<file path="src/rtl/periph_reg_bank_interface_if.sv">
// Arilla bus view seen by a register window: host request fields in,
// hit and read data returned on shared (tri-stated) lines.
interface arilla_bus_if #(
    parameter int unsigned AddrWidth = 32,
    parameter int unsigned DataWidth = 32
);
    logic [AddrWidth-1:0]   address;
    logic [DataWidth/8-1:0] byte_enable;
    logic [DataWidth-1:0]   data_ctp;
    logic                   read;
    logic                   write;
    logic                   intercept;

    logic                   hit_oe;
    logic                   data_ptc_oe;
    logic [DataWidth-1:0]   data_ptc_drv;

    // Several windows share these lines; only the claiming one drives them.
    wire                    hit;
    wire  [DataWidth-1:0]   data_ptc;

    assign hit      = hit_oe ? 1'b1 : 1'bz;
    assign data_ptc = data_ptc_oe ? data_ptc_drv : 'z;

    modport periph (
        input  address, byte_enable, data_ctp, read, write, intercept,
        output hit_oe, data_ptc_oe, data_ptc_drv
    );

    modport host (
        output address, byte_enable, data_ctp, read, write, intercept,
        input  hit, data_ptc, hit_oe, data_ptc_oe
    );
endinterface

</file>
<file path="src/rtl/periph_reg_bank_interface.sv">
// Memory-mapped register window: decodes a SizeWords-word region, produces
// byte-merged write data with RW/RO/W1C modes, and returns reads after ReadLatency.
module periph_reg_bank_interface #(
    parameter int unsigned          AddrWidth   = 32,
    parameter int unsigned          DataWidth   = 32,
    parameter int unsigned          BaseAddress = 32'h0000_1000,
    parameter int unsigned          SizeWords   = 4,
    parameter int unsigned          ReadLatency = 1,
    parameter logic [SizeWords-1:0] RoMask      = '0,
    parameter logic [SizeWords-1:0] W1cMask     = '0
) (
    input  logic                           clk,
    input  logic                           rst,
    arilla_bus_if.periph                   bus_interface,
    input  logic [SizeWords*DataWidth-1:0] data_periph_in,
    output logic [DataWidth-1:0]           data_periph_out,
    output logic [SizeWords-1:0]           data_periph_write,
    output logic [SizeWords-1:0]           data_periph_read,
    output logic                           ro_write_err
);
    localparam int unsigned BytesPerWord = DataWidth / 8;
    localparam int unsigned Law          = $clog2(SizeWords);
    localparam int unsigned Lbpw         = $clog2(BytesPerWord);
    // Bus addresses are word addresses; the base is given in bytes.
    localparam logic [AddrWidth-1:0] BaseWord = AddrWidth'(BaseAddress >> Lbpw);

    logic                 hit;
    logic [Law-1:0]       idx;
    logic [DataWidth-1:0] cur;
    logic [DataWidth-1:0] mask;
    logic [DataWidth-1:0] wdata;

    logic [ReadLatency:1] rd_valid;
    logic [DataWidth-1:0] rd_data [1:ReadLatency];

    assign hit = bus_interface.address[AddrWidth-1:Law] == BaseWord[AddrWidth-1:Law];
    assign idx = bus_interface.address[Law-1:0];

    always_comb begin
        cur = '0;
        for (int i = 0; i < SizeWords; i++) begin
            if (idx == Law'(i)) begin
                cur = data_periph_in[i*DataWidth +: DataWidth];
            end
        end
    end

    always_comb begin
        mask = '0;
        for (int b = 0; b < BytesPerWord; b++) begin
            mask[b*8 +: 8] = {8{bus_interface.byte_enable[b]}};
        end
    end

    assign wdata = bus_interface.data_ctp & mask;

    always_comb begin
        if (RoMask[idx]) begin
            data_periph_out = cur;
        end else if (W1cMask[idx]) begin
            data_periph_out = cur & ~wdata;
        end else begin
            data_periph_out = wdata | (cur & ~mask);
        end
    end

    always_comb begin
        data_periph_write = '0;
        data_periph_read  = '0;
        if (hit && bus_interface.write && !RoMask[idx] && !rst) begin
            data_periph_write[idx] = 1'b1;
        end
        if (hit && bus_interface.read && !rst) begin
            data_periph_read[idx] = 1'b1;
        end
    end

    // Stage 1 captures the pre-write word, so a same-cycle write never leaks into the read.
    always_ff @(posedge clk) begin
        if (rst) begin
            rd_valid     <= '0;
            ro_write_err <= 1'b0;
            for (int i = 1; i <= ReadLatency; i++) begin
                rd_data[i] <= '0;
            end
        end else begin
            rd_valid[1]  <= hit & bus_interface.read;
            rd_data[1]   <= cur;
            ro_write_err <= hit & bus_interface.write & RoMask[idx];
            for (int i = 2; i <= ReadLatency; i++) begin
                rd_valid[i] <= rd_valid[i-1];
                rd_data[i]  <= rd_data[i-1];
            end
        end
    end

    assign bus_interface.hit_oe       = hit;
    assign bus_interface.data_ptc_oe  = rd_valid[ReadLatency] & ~bus_interface.intercept;
    assign bus_interface.data_ptc_drv = rd_data[ReadLatency];
endmodule

</file>
<file path="src/flat_wrapper.sv">
// flat-port wrapper written by rule: the top's interface ports become plain ports
module periph_reg_bank_interface_flat 
#(
    parameter int unsigned          AddrWidth   = 32,
    parameter int unsigned          DataWidth   = 32,
    parameter int unsigned          BaseAddress = 32'h0000_1000,
    parameter int unsigned          SizeWords   = 4,
    parameter int unsigned          ReadLatency = 1,
    parameter logic [SizeWords-1:0] RoMask      = '0,
    parameter logic [SizeWords-1:0] W1cMask     = '0
)
  (clk, rst, data_periph_in, data_periph_out, data_periph_write, data_periph_read, ro_write_err, bus_interface_address, bus_interface_byte_enable, bus_interface_data_ctp, bus_interface_read, bus_interface_write, bus_interface_intercept, bus_interface_hit_oe, bus_interface_data_ptc_oe, bus_interface_data_ptc_drv);
  arilla_bus_if #(.AddrWidth(AddrWidth), .DataWidth(DataWidth)) bus_interface_i ();
  input  logic clk;
  input  logic rst;
  input  logic [SizeWords*DataWidth-1:0] data_periph_in;
  output logic [DataWidth-1:0] data_periph_out;
  output logic [SizeWords-1:0] data_periph_write;
  output logic [SizeWords-1:0] data_periph_read;
  output logic ro_write_err;
  input wire logic [$bits(bus_interface_i.address)-1:0] bus_interface_address;
  input wire logic [$bits(bus_interface_i.byte_enable)-1:0] bus_interface_byte_enable;
  input wire logic [$bits(bus_interface_i.data_ctp)-1:0] bus_interface_data_ctp;
  input wire logic [$bits(bus_interface_i.read)-1:0] bus_interface_read;
  input wire logic [$bits(bus_interface_i.write)-1:0] bus_interface_write;
  input wire logic [$bits(bus_interface_i.intercept)-1:0] bus_interface_intercept;
  output wire logic [$bits(bus_interface_i.hit_oe)-1:0] bus_interface_hit_oe;
  output wire logic [$bits(bus_interface_i.data_ptc_oe)-1:0] bus_interface_data_ptc_oe;
  output wire logic [$bits(bus_interface_i.data_ptc_drv)-1:0] bus_interface_data_ptc_drv;
  assign bus_interface_i.address = bus_interface_address;
  assign bus_interface_i.byte_enable = bus_interface_byte_enable;
  assign bus_interface_i.data_ctp = bus_interface_data_ctp;
  assign bus_interface_i.read = bus_interface_read;
  assign bus_interface_i.write = bus_interface_write;
  assign bus_interface_i.intercept = bus_interface_intercept;
  assign bus_interface_hit_oe = bus_interface_i.hit_oe;
  assign bus_interface_data_ptc_oe = bus_interface_i.data_ptc_oe;
  assign bus_interface_data_ptc_drv = bus_interface_i.data_ptc_drv;
  periph_reg_bank_interface #(.AddrWidth(AddrWidth), .DataWidth(DataWidth), .BaseAddress(BaseAddress), .SizeWords(SizeWords), .ReadLatency(ReadLatency), .RoMask(RoMask), .W1cMask(W1cMask)) u_core (.clk(clk), .rst(rst), .bus_interface(bus_interface_i), .data_periph_in(data_periph_in), .data_periph_out(data_periph_out), .data_periph_write(data_periph_write), .data_periph_read(data_periph_read), .ro_write_err(ro_write_err));
endmodule
</file>
<file path="config.mk">
export PLATFORM = sky130hd
export DESIGN_NAME = periph_reg_bank_interface_flat
export DESIGN_NICKNAME = d
export VERILOG_FILES = /design/src/rtl/periph_reg_bank_interface_if.sv /design/src/rtl/periph_reg_bank_interface.sv /design/src/flat_wrapper.sv
export SDC_FILE = /design/constraint.sdc
export NUM_CORES = 1
export LEC_CHECK = 0
export ABC_AREA = 1
export CORE_AREA = 2 2 107 109
export CTS_CLUSTER_DIAMETER = 200
export DETAILED_ROUTE_END_ITERATION = 8
export DIE_AREA = 0 0 109 111
export PLACE_DENSITY = 0.78
export SYNTH_ARGS = -nofsm -noshare
export SYNTH_HDL_FRONTEND = slang
export SYNTH_SLANG_ARGS = --single-unit
</file>
<file path="constraint.sdc">
create_clock -name clk -period 2.8 [get_ports clk]
set_input_delay 0.84 -clock clk [delete_from_list [all_inputs] [get_ports clk]]
set_output_delay 0.84 -clock clk [all_outputs]
set_load 0.1 [all_outputs]
</file>
# Yosys cells after proc, flatten, opt, wreduce, memory -nomap -nowiden
# Memories as Yosys holds them, arrays and structs flattened.
# Index checks and enable logic that the tools add are counted.
# classes
bitwise,10
reduce_logical,9
order_cmp,2
n_eq_ne,4
n_mux,15
# op_table
op,count
32-bit two-way mux,6
32-bit AND,2
32-bit NOT,1
32-bit bitwise OR,1
30-bit by 9-bit equality test with 1-bit output (second input constant),1
4-bit two-way mux,2
1-bit logical AND,6
1-bit two-way mux,5
1-bit AND,4
2-bit equality test (second input constant),2
2-bit by 3-bit less-than comparator with 1-bit output (second input constant),1
1-bit binary-select mux with 2-bit select,1
1-bit demux with 2-bit select,1
2-bit by 1-bit equality test with 1-bit output (second input constant),1
2-bit by 1-bit >= comparator with 1-bit output (second input constant),1
1-bit logical NOT,2
2-bit logical NOT,1
1-bit NOT,1
1-bit bitwise OR,1
# word_totals
mem_bits_rw,32
memories,1
wordCells,43
ff_bits,2
out_inout_bits,75
# mem_list
memory,words,word_bits,rd,rd_ports_with_merged_regs,wr,line_no,rtl
u_core.rd_data,1,32,1,0,1,periph_reg_bank_interface.sv:34,logic [DataWidth-1:0] rd_data [1:ReadLatency];

# Depth between registers and ports, before layout
# depth
ltp_word,8
ltp_mapped,8
ltp_nobuf,7

# Worst setup path after synthesis
# Ideal clock, no wire load.
# synth_timing
path_kind,input-to-output
start,input port bus_interface_address[1]
end,output port data_periph_out[21]
required_time_ns,1.960
path_slack_ns,-0.844
n_path_buf,2
path_stages,7
t_arrival_ns,2.804
cell_sequence,buf_4 > nor2_4 > buf_6 > nand2_1 > nand3_1 > o21ai_1 > o21ai_1
# synth_between
elab_chain_cells,8
elab_cells_between_ends,13
# synth_lines
element,line_no,rtl
start: declaration,flat_wrapper.sv:21,input wire logic [$bits(bus_interface_i.address)-1:0] bus_interface_address;
2-bit logical NOT,periph_reg_bank_interface.sv:42,if (idx == Law'(i)) begin
32-bit two-way mux (4 in a row),periph_reg_bank_interface.sv:42,
32-bit AND,periph_reg_bank_interface.sv:63,data_periph_out = wdata | (cur & ~mask);
32-bit bitwise OR,periph_reg_bank_interface.sv:63,
32-bit two-way mux (*),periph_reg_bank_interface.sv:58,if (RoMask[idx]) begin
end: declaration,flat_wrapper.sv:17,output logic [DataWidth-1:0] data_periph_out;
# Mark *: on every way between the ends. The rest lies on a longest branch, timed or not. The select of a mux whose other input is x is not followed.

# Worst setup path in the final report
# layout_timing
start,input port bus_interface_address[0]
end,output port data_periph_out[29]
# Same word-level chain as after synthesis.

==> out/metrics.yaml <==
coreArea_um2: 11100
fillers: 878
fmax_mhz: 351
grt_pass1_vias: 4161
violations: "setup timing"
rsz0062_at_grt: "yes"
synthCells: 391
io_buffers: 274
seq_area_frac_synth_pct: 28.5
layout_commonest_cell: "clkdlybuf4s50_1"
placementRows: 39
ys.flop_type: "dfxtp_1"
cts-root-buf: "clkbuf_16"
dpl.cell_count: 822
end_kind: "output port"
setup_tns_ns: -0.446
synth.avg_cell_area_um2: 5.93
min_path_type: "primary input to flop"
grt.overflow.total: 0
wl_met1_um: 4800
vias_per_cell: 4.64
synth_cell_type_count: 24
routed_wl_um: 13900
top_layer: "met4"
p_per_area_nw_per_um2: 399
finalHoldViolCount: 0
dr_total_vias: 3908
drc: 0
stdcell_count: 843
status: "complete, but fails checks"
cts_sinks: 33
final_cell_mix: "165 x clkdlybuf4s50_1, 95 x nand2_1, 67 x buf_4"
grt_max_degree: 21
cts_made_buffers: 5
start_util_pct: 20.9
finalCriticalPeriod_ns: 2.85
fin_nets: 901
synth-edff-count: 0
ir_drop_uv: 248
grt_use_total_pct: 21.8
path_class: "primary input to output port"
die_area_um2: 12100
cts.clk_slew.worst_paths_ns: 0.05
firstDrtPassIters: 4
antenna_found_initial: 0
ys_warn_count: 0
antenna_cells: 0
met3_length_um: 1320
io_pins: 276
finalMaxSlewViolations: 0
cts_tree: "done"
gp_congestion: 0.944
drtAntennaViolNets: 0
seq_area_um2: 661
drt_iter0_drc: 114
total_leakage_power_uw: 0.00290
syn-cell-area_um2: 2320
die_h_um: 111
grt_pass1_wl_um: 20500
synthArstFlopShare_pct: 0
crit_fanout: 13
drive_gt1_share_pct: 44.1
worstPathRequired_ns: 1.96
cp-start-kind: "primary input"
setup_ws_ns: -0.0498
worstPathArrival_ns: 2.01
fin_crit_sh_pct: 102
multi_input_area_um2: 2160
route.met2.wl_um: 7320
area_growth_pct: 192
maxCapViolations: 0
wl_per_cell_um: 16.5
h-tree-depth: 2
synth_seq_cells: 33
die_w_um: 109
dp_hpwl_um: 10700
syn-num-nets: 592
finalSetupViolCount: 23
clockBufferDepth: 2
Yosys cell counts, types with 3 or more instances:
cell / n / area [µm²]
nand2_1: 112 / 420
nor2_1: 54 / 203
o21ai_1: 53 / 265
nand3_1: 34 / 170
dfxtp_1: 33 / 661
o21ai_0: 30 / 150
inv_1: 28 / 105
o21ai_2: 10 / 87.6
buf_6: 7 / 78.8
clkbuf_2: 6 / 30.0
clkbuf_1: 5 / 18.8
buf_1: 3 / 11.3
buf_2: 3 / 15.0
stage by stage:
step,hold slack [ns],power [µW],util [%],worst slack (ns),instance area (µm²)
floorplan,1.01,1390,-,-0.269,2700
global placement,1.34,2060,55.9,-0.491,6190
detailed placement,1.34,2080,55.9,-0.521,6190
CTS,1.09,2700,60.4,-0.114,6700
global route,1.10,2810,61.2,-0.0876,6780
finish,1.08,2700,61.2,-0.0498,6780
layer usage:
metal | up-vias | track usage, %
met4 | 0 | 8.55
met2 | 217 | 41.7
met5 | - | 0
met3 | 38 | 6.41
li1 | 1871 | -
met1 | 1782 | 21.4
power by group:
group | internal, µW | switching [µW]
clock | 350 | 207
combinational | 652 | 981
sequential | 505 | 10.3
total | 1510 | 1200
worst paths after layout:
check                startpoint                   to  slack (ns)  depth (start not counted)
min    bus_interface_address[2]      u_core.rd_valid        1.08                          6
max    bus_interface_address[0]  data_periph_out[29]       -0.05                          9
final cells by class:
| cell class | instances | share of cell area (%) |
|---|---|---|
| timing repair buffer | 328 | 52.0 |
| inverter | 29 | 1.68 |
| multi-input combinational | 303 | 31.8 |
| tap | 143 | 2.64 |
| sequential | 33 | 9.75 |
| clock buffer | 7 | 2.10 |
logic make-up after synthesis:
logic type             count (synthesis)  synth area share, %
buffers and inverters                 55                 12.1
AOI/OAI and AO/OA                     93                 21.7
DFF                                   33                 28.5
and+or+nand+nor                      209                 37.6
other                                  1                0.162
sequential cells by signal (all words and copies together) (netlist names):
name             cells
u_core.rd_data      32
u_core.rd_valid      1
critical path: stages:
cell,delay (ns)
buf_12,0.11
buf_12,0.13
nor2_8,0.13
buf_12,0.16
nand2_1,0.07
nand3_2,0.10
o21ai_4,0.07
o21ai_4,0.18
buf_12,0.19
what timing repair did:
| action | CTS | global route |
|---|---|---|
| setup buffers | 11 | 1 |
| setup endpoints to repair | 41 | 40 |
| cloned | 2 | 1 |
| pin swaps | 48 | 32 |
| hold endpoints to repair | 0 | 0 |
| hold buffers | 0 | 0 |
| resized for setup | 178 | 57 |
Note: power is estimated with default switching activity, not from simulation.
